$ cat config.mk
export PLATFORM = sky130hd
export DESIGN_NAME = unidade_controle_rodadas_flat
export DESIGN_NICKNAME = d
export VERILOG_FILES = /design/src/rtl/jogo_pkg.sv /design/src/rtl/unidade_controle_rodadas_if.sv /design/src/rtl/unidade_controle_rodadas_contador_timeout.sv /design/src/rtl/unidade_controle_rodadas.sv /design/src/flat_wrapper.sv
export SDC_FILE = /design/constraint.sdc
export NUM_CORES = 1
export LEC_CHECK = 0
export ABC_AREA = 1
export ABC_CLOCK_PERIOD_IN_PS = 1550
export CAP_MARGIN = 20
export CORE_MARGIN = 2
export CORE_UTILIZATION = 37
export CTS_CLUSTER_SIZE = 30
export DETAILED_ROUTE_END_ITERATION = 7
export PLACE_DENSITY = 0.73
export SYNTH_ARGS = -nofsm -noshare
export SYNTH_HDL_FRONTEND = slang
export SYNTH_HIERARCHICAL = 1
export SYNTH_SLANG_ARGS = --single-unit
$ cat constraint.sdc
create_clock -name clock -period 1.55 [get_ports clock]
set_input_delay 0.3875 -clock clock [delete_from_list [all_inputs] [get_ports clock]]
set_output_delay 0.3875 -clock clock [all_outputs]
set_load 0.02 [all_outputs]
$ cat src/rtl/jogo_pkg.sv
// Shared definitions for the memory-game control path: state codes shown on the
// hex display and the default per-play timeout.
package jogo_pkg;

  localparam int TIMEOUT_CYCLES_DEFAULT = 5000;

  typedef enum logic [3:0] {
    ST_INICIAL        = 4'h0,
    ST_PREPARACAO     = 4'h1,
    ST_INICIA_RODADA  = 4'h2,
    ST_ESPERA_JOGADA  = 4'h3,
    ST_REGISTRA       = 4'h4,
    ST_COMPARA        = 4'h5,
    ST_PROXIMA_JOGADA = 4'h6,
    ST_PROXIMA_RODADA = 4'h7,
    ST_FIM_ACERTO     = 4'hA,
    ST_FIM_TIMEOUT    = 4'hD,
    ST_FIM_ERRO       = 4'hE
  } estado_t;

  // End-of-game states are the only ones besides inicial that accept iniciar.
  function automatic logic eh_fim(input estado_t s);
    return (s == ST_FIM_ACERTO) || (s == ST_FIM_TIMEOUT) || (s == ST_FIM_ERRO);
  endfunction

endpackage

$ cat src/rtl/unidade_controle_rodadas_if.sv
// Control/status bundle between the round sequencer (master) and the
// memory-game datapath (slave).
interface unidade_controle_rodadas_if;

  logic       iniciar;
  logic       jogada;
  logic       igual;
  logic       fimE;
  logic       fimR;
  logic       zeraE;
  logic       contaE;
  logic       zeraR;
  logic       contaR;
  logic       zeraReg;
  logic       registraReg;
  logic       acertou;
  logic       errou;
  logic       timeout;
  logic       pronto;
  logic [3:0] db_estado;

  modport master (
    input  iniciar, jogada, igual, fimE, fimR,
    output zeraE, contaE, zeraR, contaR, zeraReg, registraReg,
    output acertou, errou, timeout, pronto, db_estado
  );

  modport slave (
    output iniciar, jogada, igual, fimE, fimR,
    input  zeraE, contaE, zeraR, contaR, zeraReg, registraReg,
    input  acertou, errou, timeout, pronto, db_estado
  );

endinterface

$ cat src/rtl/unidade_controle_rodadas_contador_timeout.sv
// Per-play wait timer: counts while enabled, clears on zera, flags the last
// cycle of the TIMEOUT_CYCLES window.
module contador_timeout #(
  parameter int TIMEOUT_CYCLES = 5000
) (
  input  logic clock,
  input  logic reset,
  input  logic zera,
  input  logic conta,
  output logic fim
);

  localparam int W = $clog2(TIMEOUT_CYCLES);

  logic [W-1:0] count_q, count_d;

  always_comb begin
    count_d = count_q;
    if (zera) begin
      count_d = '0;
    end else if (conta) begin
      count_d = count_q + 1'b1;
    end
  end

  always_ff @(posedge clock) begin
    if (!reset) begin
      count_q <= '0;
    end else begin
      count_q <= count_d;
    end
  end

  assign fim = (count_q == W'(TIMEOUT_CYCLES - 1));

endmodule

$ cat src/rtl/unidade_controle_rodadas.sv
// Round-based Moore sequencer for the memory game. Define TIMEOUT_EN to include
// the per-play timer and the fim_timeout state; otherwise plays wait forever.
module unidade_controle_rodadas
  import jogo_pkg::*;
#(
  parameter int TIMEOUT_CYCLES = TIMEOUT_CYCLES_DEFAULT
) (
  input  logic                       clock,
  input  logic                       reset,
  unidade_controle_rodadas_if.master bus
);

  estado_t    state_q, state_d;
  logic       expira;

  logic       zera_e_q, zera_e_d;
  logic       conta_e_q, conta_e_d;
  logic       zera_r_q, zera_r_d;
  logic       conta_r_q, conta_r_d;
  logic       zera_reg_q, zera_reg_d;
  logic       registra_reg_q, registra_reg_d;
  logic       acertou_q, acertou_d;
  logic       errou_q, errou_d;
  logic       pronto_q, pronto_d;
  logic [3:0] db_estado_q, db_estado_d;

`ifdef TIMEOUT_EN
  logic timeout_q, timeout_d;

  // Timer runs only in espera_jogada so every play gets a fresh window.
  contador_timeout #(
    .TIMEOUT_CYCLES(TIMEOUT_CYCLES)
  ) u_contador_timeout (
    .clock (clock),
    .reset (reset),
    .zera  (state_q != ST_ESPERA_JOGADA),
    .conta (state_q == ST_ESPERA_JOGADA),
    .fim   (expira)
  );
`else
  localparam int unused_timeout_cycles = TIMEOUT_CYCLES;

  assign expira = 1'b0;
`endif

  always_comb begin
    state_d = state_q;
    case (state_q)
      ST_INICIAL: begin
        if (bus.iniciar) state_d = ST_PREPARACAO;
      end
      ST_PREPARACAO:     state_d = ST_INICIA_RODADA;
      ST_INICIA_RODADA:  state_d = ST_ESPERA_JOGADA;
      ST_ESPERA_JOGADA: begin
        if (bus.jogada) begin
          state_d = ST_REGISTRA;
        end else if (expira) begin
          state_d = ST_FIM_TIMEOUT;
        end
      end
      ST_REGISTRA:       state_d = ST_COMPARA;
      ST_COMPARA: begin
        if (!bus.igual) begin
          state_d = ST_FIM_ERRO;
        end else if (!bus.fimE) begin
          state_d = ST_PROXIMA_JOGADA;
        end else if (!bus.fimR) begin
          state_d = ST_PROXIMA_RODADA;
        end else begin
          state_d = ST_FIM_ACERTO;
        end
      end
      ST_PROXIMA_JOGADA: state_d = ST_ESPERA_JOGADA;
      ST_PROXIMA_RODADA: state_d = ST_INICIA_RODADA;
      default: begin
        if (!eh_fim(state_q)) begin
          state_d = ST_INICIAL;
        end else if (bus.iniciar) begin
          state_d = ST_PREPARACAO;
        end
      end
    endcase
  end

  // Outputs are decoded from the next state and registered, so they track the
  // state register exactly while staying glitch-free.
  always_comb begin
    zera_e_d       = 1'b0;
    conta_e_d      = 1'b0;
    zera_r_d       = 1'b0;
    conta_r_d      = 1'b0;
    zera_reg_d     = 1'b0;
    registra_reg_d = 1'b0;
    acertou_d      = 1'b0;
    errou_d        = 1'b0;
    pronto_d       = 1'b0;
`ifdef TIMEOUT_EN
    timeout_d      = 1'b0;
`endif
    db_estado_d    = state_d;
    case (state_d)
      ST_PREPARACAO: begin
        zera_e_d   = 1'b1;
        zera_r_d   = 1'b1;
        zera_reg_d = 1'b1;
      end
      ST_INICIA_RODADA:  zera_e_d       = 1'b1;
      ST_REGISTRA:       registra_reg_d = 1'b1;
      ST_PROXIMA_JOGADA: conta_e_d      = 1'b1;
      ST_PROXIMA_RODADA: conta_r_d      = 1'b1;
      ST_FIM_ACERTO: begin
        pronto_d  = 1'b1;
        acertou_d = 1'b1;
      end
      ST_FIM_ERRO: begin
        pronto_d = 1'b1;
        errou_d  = 1'b1;
      end
      ST_FIM_TIMEOUT: begin
        pronto_d  = 1'b1;
        errou_d   = 1'b1;
`ifdef TIMEOUT_EN
        timeout_d = 1'b1;
`endif
      end
      default: ;
    endcase
  end

  always_ff @(posedge clock) begin
    if (!reset) begin
      state_q        <= ST_INICIAL;
      zera_e_q       <= 1'b0;
      conta_e_q      <= 1'b0;
      zera_r_q       <= 1'b0;
      conta_r_q      <= 1'b0;
      zera_reg_q     <= 1'b0;
      registra_reg_q <= 1'b0;
      acertou_q      <= 1'b0;
      errou_q        <= 1'b0;
      pronto_q       <= 1'b0;
`ifdef TIMEOUT_EN
      timeout_q      <= 1'b0;
`endif
      db_estado_q    <= 4'h0;
    end else begin
      state_q        <= state_d;
      zera_e_q       <= zera_e_d;
      conta_e_q      <= conta_e_d;
      zera_r_q       <= zera_r_d;
      conta_r_q      <= conta_r_d;
      zera_reg_q     <= zera_reg_d;
      registra_reg_q <= registra_reg_d;
      acertou_q      <= acertou_d;
      errou_q        <= errou_d;
      pronto_q       <= pronto_d;
`ifdef TIMEOUT_EN
      timeout_q      <= timeout_d;
`endif
      db_estado_q    <= db_estado_d;
    end
  end

  assign bus.zeraE       = zera_e_q;
  assign bus.contaE      = conta_e_q;
  assign bus.zeraR       = zera_r_q;
  assign bus.contaR      = conta_r_q;
  assign bus.zeraReg     = zera_reg_q;
  assign bus.registraReg = registra_reg_q;
  assign bus.acertou     = acertou_q;
  assign bus.errou       = errou_q;
  assign bus.pronto      = pronto_q;
  assign bus.db_estado   = db_estado_q;
`ifdef TIMEOUT_EN
  assign bus.timeout     = timeout_q;
`else
  assign bus.timeout     = 1'b0;
`endif

endmodule

$ cat src/flat_wrapper.sv
// flat-port wrapper written by rule: the top's interface ports become plain ports
module unidade_controle_rodadas_flat import jogo_pkg::*;
#(
  parameter int TIMEOUT_CYCLES = TIMEOUT_CYCLES_DEFAULT
)
  (clock, reset, bus_iniciar, bus_jogada, bus_igual, bus_fimE, bus_fimR, bus_zeraE, bus_contaE, bus_zeraR, bus_contaR, bus_zeraReg, bus_registraReg, bus_acertou, bus_errou, bus_timeout, bus_pronto, bus_db_estado);
  unidade_controle_rodadas_if bus_i ();
  input  logic clock;
  input  logic reset;
  input wire logic [$bits(bus_i.iniciar)-1:0] bus_iniciar;
  input wire logic [$bits(bus_i.jogada)-1:0] bus_jogada;
  input wire logic [$bits(bus_i.igual)-1:0] bus_igual;
  input wire logic [$bits(bus_i.fimE)-1:0] bus_fimE;
  input wire logic [$bits(bus_i.fimR)-1:0] bus_fimR;
  output wire logic [$bits(bus_i.zeraE)-1:0] bus_zeraE;
  output wire logic [$bits(bus_i.contaE)-1:0] bus_contaE;
  output wire logic [$bits(bus_i.zeraR)-1:0] bus_zeraR;
  output wire logic [$bits(bus_i.contaR)-1:0] bus_contaR;
  output wire logic [$bits(bus_i.zeraReg)-1:0] bus_zeraReg;
  output wire logic [$bits(bus_i.registraReg)-1:0] bus_registraReg;
  output wire logic [$bits(bus_i.acertou)-1:0] bus_acertou;
  output wire logic [$bits(bus_i.errou)-1:0] bus_errou;
  output wire logic [$bits(bus_i.timeout)-1:0] bus_timeout;
  output wire logic [$bits(bus_i.pronto)-1:0] bus_pronto;
  output wire logic [$bits(bus_i.db_estado)-1:0] bus_db_estado;
  assign bus_i.iniciar = bus_iniciar;
  assign bus_i.jogada = bus_jogada;
  assign bus_i.igual = bus_igual;
  assign bus_i.fimE = bus_fimE;
  assign bus_i.fimR = bus_fimR;
  assign bus_zeraE = bus_i.zeraE;
  assign bus_contaE = bus_i.contaE;
  assign bus_zeraR = bus_i.zeraR;
  assign bus_contaR = bus_i.contaR;
  assign bus_zeraReg = bus_i.zeraReg;
  assign bus_registraReg = bus_i.registraReg;
  assign bus_acertou = bus_i.acertou;
  assign bus_errou = bus_i.errou;
  assign bus_timeout = bus_i.timeout;
  assign bus_pronto = bus_i.pronto;
  assign bus_db_estado = bus_i.db_estado;
  unidade_controle_rodadas #(.TIMEOUT_CYCLES(TIMEOUT_CYCLES)) u_core (.clock(clock), .reset(reset), .bus(bus_i));
endmodule
==> results of run 1 <==
==> flip-flops by register name, indices dropped and copies added, names as in the netlist <==
signal,flops
u_core/bus.contaR,1
u_core/bus.zeraE,1
u_core/bus.zeraReg,1
u_core/bus.contaE,1
u_core/bus.pronto,1
u_core/bus.db_estado,4
u_core/bus.errou,1
u_core/bus.registraReg,1
u_core/bus.acertou,1
==> placed cells by master (no fill, tap or decap) <==
cell type and n:
nor2_1 16, nor2_2 3, dfxtp_1 12, nand3_2 2, inv_1 15, nand3_1 3, dlygate4sd2_1 13, buf_4 7
conb_1 1, inv_2 1, a21oi_2 2, a21oi_4 1, clkdlybuf4s50_1 6, nand4_1 2, clkinv_1 1, nand2_1 13
nand2_2 8, o21ai_0 2, clkbuf_4 3, a31oi_1 1, o21ai_2 1
==> cell type report <==
class | instances | share of cell area (%)
Timing Repair Buffer | 26 | 26.3
Tap cell | 16 | 2.33
Multi-Input combinational cell | 55 | 33.4
Inverter | 17 | 7.41
Sequential cell | 12 | 27.9
Clock buffer | 3 | 2.62
==> cells in the mapped netlist (all sizes together) <==
library cell,instances
o21ai,3
clkinv,1
dfxtp,12
a31oi,1
nand4,2
inv,16
nor2,19
a21oi,3
buf,2
nand3,5
nand2,21
conb,1
==> per-stage QoR <==
step                      utilization, %  worst slack [ns]
after CTS                           56.5             0.123
after global routing                56.5            0.0455
after detailed placement            56.1           -0.0969
final                               56.5             0.138
after global placement              56.1           -0.0518
after floorplan                        -             0.228
==> cell families (layout without fill, tap and decap cells) <==
logic type	Yosys count	after routing
AOI/OAI and AO/OA	7	7
and+or+nand+nor	47	47
DFF	12	12
other	1	1
buffers and inverters	19	46
==> path summary, 6_finish.rpt <==
kind | to | slack (ns) | cells after the start
worst max-delay path | bus_db_estado[2] | 0.14 | 1
worst min-delay path | u_core/bus.contaE$_SDFF_PN0_ | 0.75 | 6
worst max register to register | u_core/bus.zeraE$_SDFF_PN0_ | 0.20 | 10
worst min register to register | u_core/bus.contaE$_SDFF_PN0_ | 0.75 | 6
==> power breakdown <==
| group | internal (W) | leakage (nW) | switching [W] | total (W) |
|---|---|---|---|---|
| combinational | 0.000130 | 0.375 | 0.000206 | 0.000336 |
| sequential | 0.000339 | 0.0976 | 0.0000128 | 0.000352 |
| clock | 0.0000900 | 0.0138 | 0.0000931 | 0.000183 |
==> what timing repair did <==
item,4_1_cts,5_1_grt
endpoints found under the setup margin,13,0
hold buffers,0,0
resized for setup,13,0
==> routing by layer <==
layer  vias to the layer above  share of wire (%)
met3                         6                5.3
met4                         0                1.8
met5                         -                  0
met2                        21                 50
met1                       272                 43
li1                        312                  -
==> flow_metrics.tcl, run 1 <==
set metrics [dict create \
    rsz0062_at_grt "false" \
    final_nets 122 \
    yosys.area.top_type "dfxtp_1" \
    clk_pin_slew_ns 0.07 \
    cts_tree "built" \
    start_util_pct 39.8 \
    finalCriticalPeriod_ns 1.41 \
    route.detailed.drc 0 \
    cap_violations 0 \
    hpwl_um 1080 \
    arrival_ns 1.02 \
    grt_use_met3_pct 4.90 \
    grt_pass1_wl_um 2160 \
    crit_start "u_core/bus.db_estado[2]$_SDFF_PN0_" \
    ys_ff_latch 12 \
    use_met1_pct 17.1 \
    synthTopCellsByArea "dfxtp_1 (40%), nor2_1 (9.9%), inv_1 (9.3%)" \
    fill_cells 143 \
    start_kind "flop" \
    cts_buffers 3 \
    grt_pass1_vias 535 \
    r2r_start "u_core/bus.db_estado[3]$_SDFF_PN0_" \
    muxShareOfSynthArea_pct 0 \
    drt-vias-per-instance 4.74 \
    cts_setup_buffers 0 \
    setup_viol 0 \
    synthXorXnorAreaFrac_pct 0 \
    die-area_mm2 0.00198 \
    area_growth_pct 41.9 \
    critPathRequiredTime_ns 1.16 \
    synth_adder_area_share_pct 0 \
    path_buf_inv 1 \
    ios 21 \
    grt_max_degree 8 \
    regArea_um2 240 \
    core-area_mm2 0.00152 \
    hold_class "flop to flop" \
    report.final.slew_viol_count 0 \
    num_vias 611 \
    met2_usage_pct 25.8 \
    wl_per_cell_um 10.1 \
    yosys_warnings 6 \
    power_leakage_nw 0.486 \
    syn_nets 93 \
    clk_latency_ns 0.27 \
    synth_top_area_share_pct 39.6 \
    row_count 14 \
    fin_cells 129 \
    firstDrtPassIters 4 \
    cp_cell_sequence "dlygate4sd2_1" \
    synthSimpleGateAreaFrac_pct 37.1 \
    skew_ns 0.00117 \
    clockRootBuffer "clkbuf_4" \
    end_kind "output port" \
    h-tree-depth 1 \
    min-delay-start "u_core/bus.db_estado[2]$_SDFF_PN0_" \
    multi_input_area_um2 288 \
    ant_nets 0 \
    final_hold_viol_count 0 \
    p_total_w 0.000871 \
    hold_ws_ns 0.748 \
    fmax_ghz 0.708 \
    setup_tns_ns 0 \
    overflow 0 \
    synth-seq-area-share_pct 39.6 \
    synth_compound_area_share_pct 9.69 \
    antenna_found_initial 0 \
    wl_um 1310 \
    place_area_um2 855 \
    avgSynthCellArea_um2 7.06 \
    fp.dieW_um 44.5 \
    grtUsageTotal_pct 15.3 \
    portBuffers 19 \
    finalInstanceArea_um2 861 \
    netlist_instances 86 \
    powerDensity_mw_per_mm2 1010 \
    synth_top_family_by_area "simple AND/OR/NAND/NOR gates" \
    crit_family "flip-flops" \
    place_inst 126 \
    crit_type "flop to output port" \
    ir_worst_vdd_mv 0.482 \
    clock-sinks 12 \
    fin_crit_sh_pct 91.1 \
    cts_buffer_depth 2 \
    crit_slowest_cell "dfxtp_1" \
    drive_above_1_share_pct 24.8 \
    gp_congestion 0.837 \
    insertedDiodeCount 0 \
    ys_types 18 \
    synthesis.area_um2 607 \
    initialDrtViolationCount 13 \
    cp_max_fo 4 \
    slowest_delay_ns 0.39 \
    grt.busiest_layer "met2" \
    outcome "complete, no violations" \
    die_h_um 44.5 \
]
Power figures use the tool's default switching activity.
==> run 2: changes to the inputs <==
CORE_UTILIZATION = 42   (was 37)
PLACE_DENSITY = 0.8   (was 0.73)
==> run 2 against run 1 <==
  * Cell count is 0.78% lower
  * Hold slack better by 0.020 ns
  * Register-to-register slack hardly changed
  * Power down 1.2%
  * Largest cell class unchanged
  * Critical path depth unchanged
==> flow_metrics.tcl, run 2 (synthesized netlist as in run 1, its figures left out) <==
set metrics [dict create \
    gp_congestion 0.848 \
    grtUsageTotal_pct 15.9 \
    cts_resized 13 \
    path_buf_inv 1 \
    clock-sinks 12 \
    die_h_um 42.0 \
    overflow 0 \
    arrival_ns 1.03 \
    wl_um 1260 \
    cts_hold_buf 0 \
    setup_tns_ns 0 \
    final_common_cell "nor2_1" \
    fmax_ghz 0.706 \
    final_hold_viol_count 0 \
    cts_buffer_depth 2 \
    skew_ns 0.00337 \
    insertedDiodeCount 0 \
    start_util_pct 46.1 \
    antenna_found_initial 0 \
    min-delay-start "u_core/bus.db_estado[2]$_SDFF_PN0_" \
    fin_crit_sh_pct 91.4 \
    grt_pass1_vias 560 \
    finalInstanceArea_um2 860 \
    hold_class "flop to flop" \
    cts_tree "built" \
    final_nets 122 \
    start_kind "flop" \
    grt_max_degree 8 \
    clk_pin_slew_ns 0.06 \
    grt_pass1_wl_um 2160 \
    row_count 13 \
    crit_start "u_core/bus.db_estado[2]$_SDFF_PN0_" \
    end_kind "output port" \
    power_leakage_nw 0.486 \
    final_core_util_pct 65.2 \
    die-area_mm2 0.00176 \
    cp_cell_sequence "dlygate4sd2_1" \
    final_cell_mix "nor2_1 (16), inv_1 (15), dlygate4sd2_1 (13), nand2_1 (13), dfxtp_1 (12)" \
    slowest_delay_ns 0.41 \
    cp_max_fo 4 \
    route.detailed.drc 0 \
    wl_per_cell_um 9.81 \
    area_growth_pct 41.6 \
    fp.dieW_um 42.0 \
    finalCriticalPeriod_ns 1.42 \
    setup_viol 0 \
    firstDrtPassIters 4 \
    outcome "complete, no violations" \
    critPathRequiredTime_ns 1.16 \
    ir_worst_vdd_mv 0.577 \
    num_vias 592 \
    cts_buffers 3 \
    r2r_start "u_core/bus.db_estado[3]$_SDFF_PN0_" \
    cts_setup_buffers 0 \
    report.final.slew_viol_count 0 \
    clockRootBuffer "clkbuf_4" \
    drt-vias-per-instance 4.63 \
    largest_reg_flops 4 \
    place_inst 125 \
    p_total_w 0.000860 \
    initialDrtViolationCount 15 \
    fin_cells 128 \
    fill_cells 125 \
    h-tree-depth 1 \
    powerDensity_mw_per_mm2 1000 \
    crit_slowest_cell "dfxtp_1" \
    core-area_mm2 0.00132 \
    portBuffers 19 \
    crit_type "flop to output port" \
    place_area_um2 853 \
    hpwl_um 1060 \
    cap_violations 0 \
    crit_family "flip-flops" \
    drive_above_1_share_pct 24.8 \
    rsz0062_at_grt "false" \
    ant_nets 0 \
    ios 21 \
    clk_latency_ns 0.26 \
]
[run 2: metal layers]
layer  track usage [%]  vias to the layer above  wire (um)
met5                 0                        -          0
met4              3.75                        0          6
met3              5.60                        2         57
met2              30.3                       11        660
met1              16.3                      268        532
li1                  -                      311          -
[run 2: worst paths after layout]
path                                       end  slack, ns  depth (start not counted)
setup / recovery              bus_db_estado[2]       0.13                          1
hold / removal    u_core/bus.contaE$_SDFF_PN0_       0.77                          6
setup reg to reg   u_core/bus.zeraE$_SDFF_PN0_       0.21                          9
hold reg to reg   u_core/bus.contaE$_SDFF_PN0_       0.77                          6
[run 2: area by class of cell]
type / instances / area, um2 / share of cell area (%)
multi-input combinational: 55 / 288 / 33.5
sequential: 12 / 240 / 27.9
timing repair buffer: 26 / 226 / 26.3
inverter: 17 / 63.8 / 7.42
clock buffer: 3 / 22.5 / 2.62
tap: 15 / 18.8 / 2.18
[run 2: through the flow]
stage	hold slack, ns	setup slack [ns]
after detailed placement	0.770	-0.0475
after global placement	0.763	-0.0522
after global routing	0.793	0.0659
after CTS	0.757	0.116
after floorplan	0.485	0.228
final	0.768	0.134
[run 2: report_power, final]
| group | total, W | switching, W | internal, W | leakage, nW |
|---|---|---|---|---|
| clock | 0.000177 | 0.0000871 | 0.0000896 | 0.0138 |
| combinational | 0.000333 | 0.000203 | 0.000130 | 0.375 |
| sequential | 0.000351 | 0.0000119 | 0.000339 | 0.0976 |
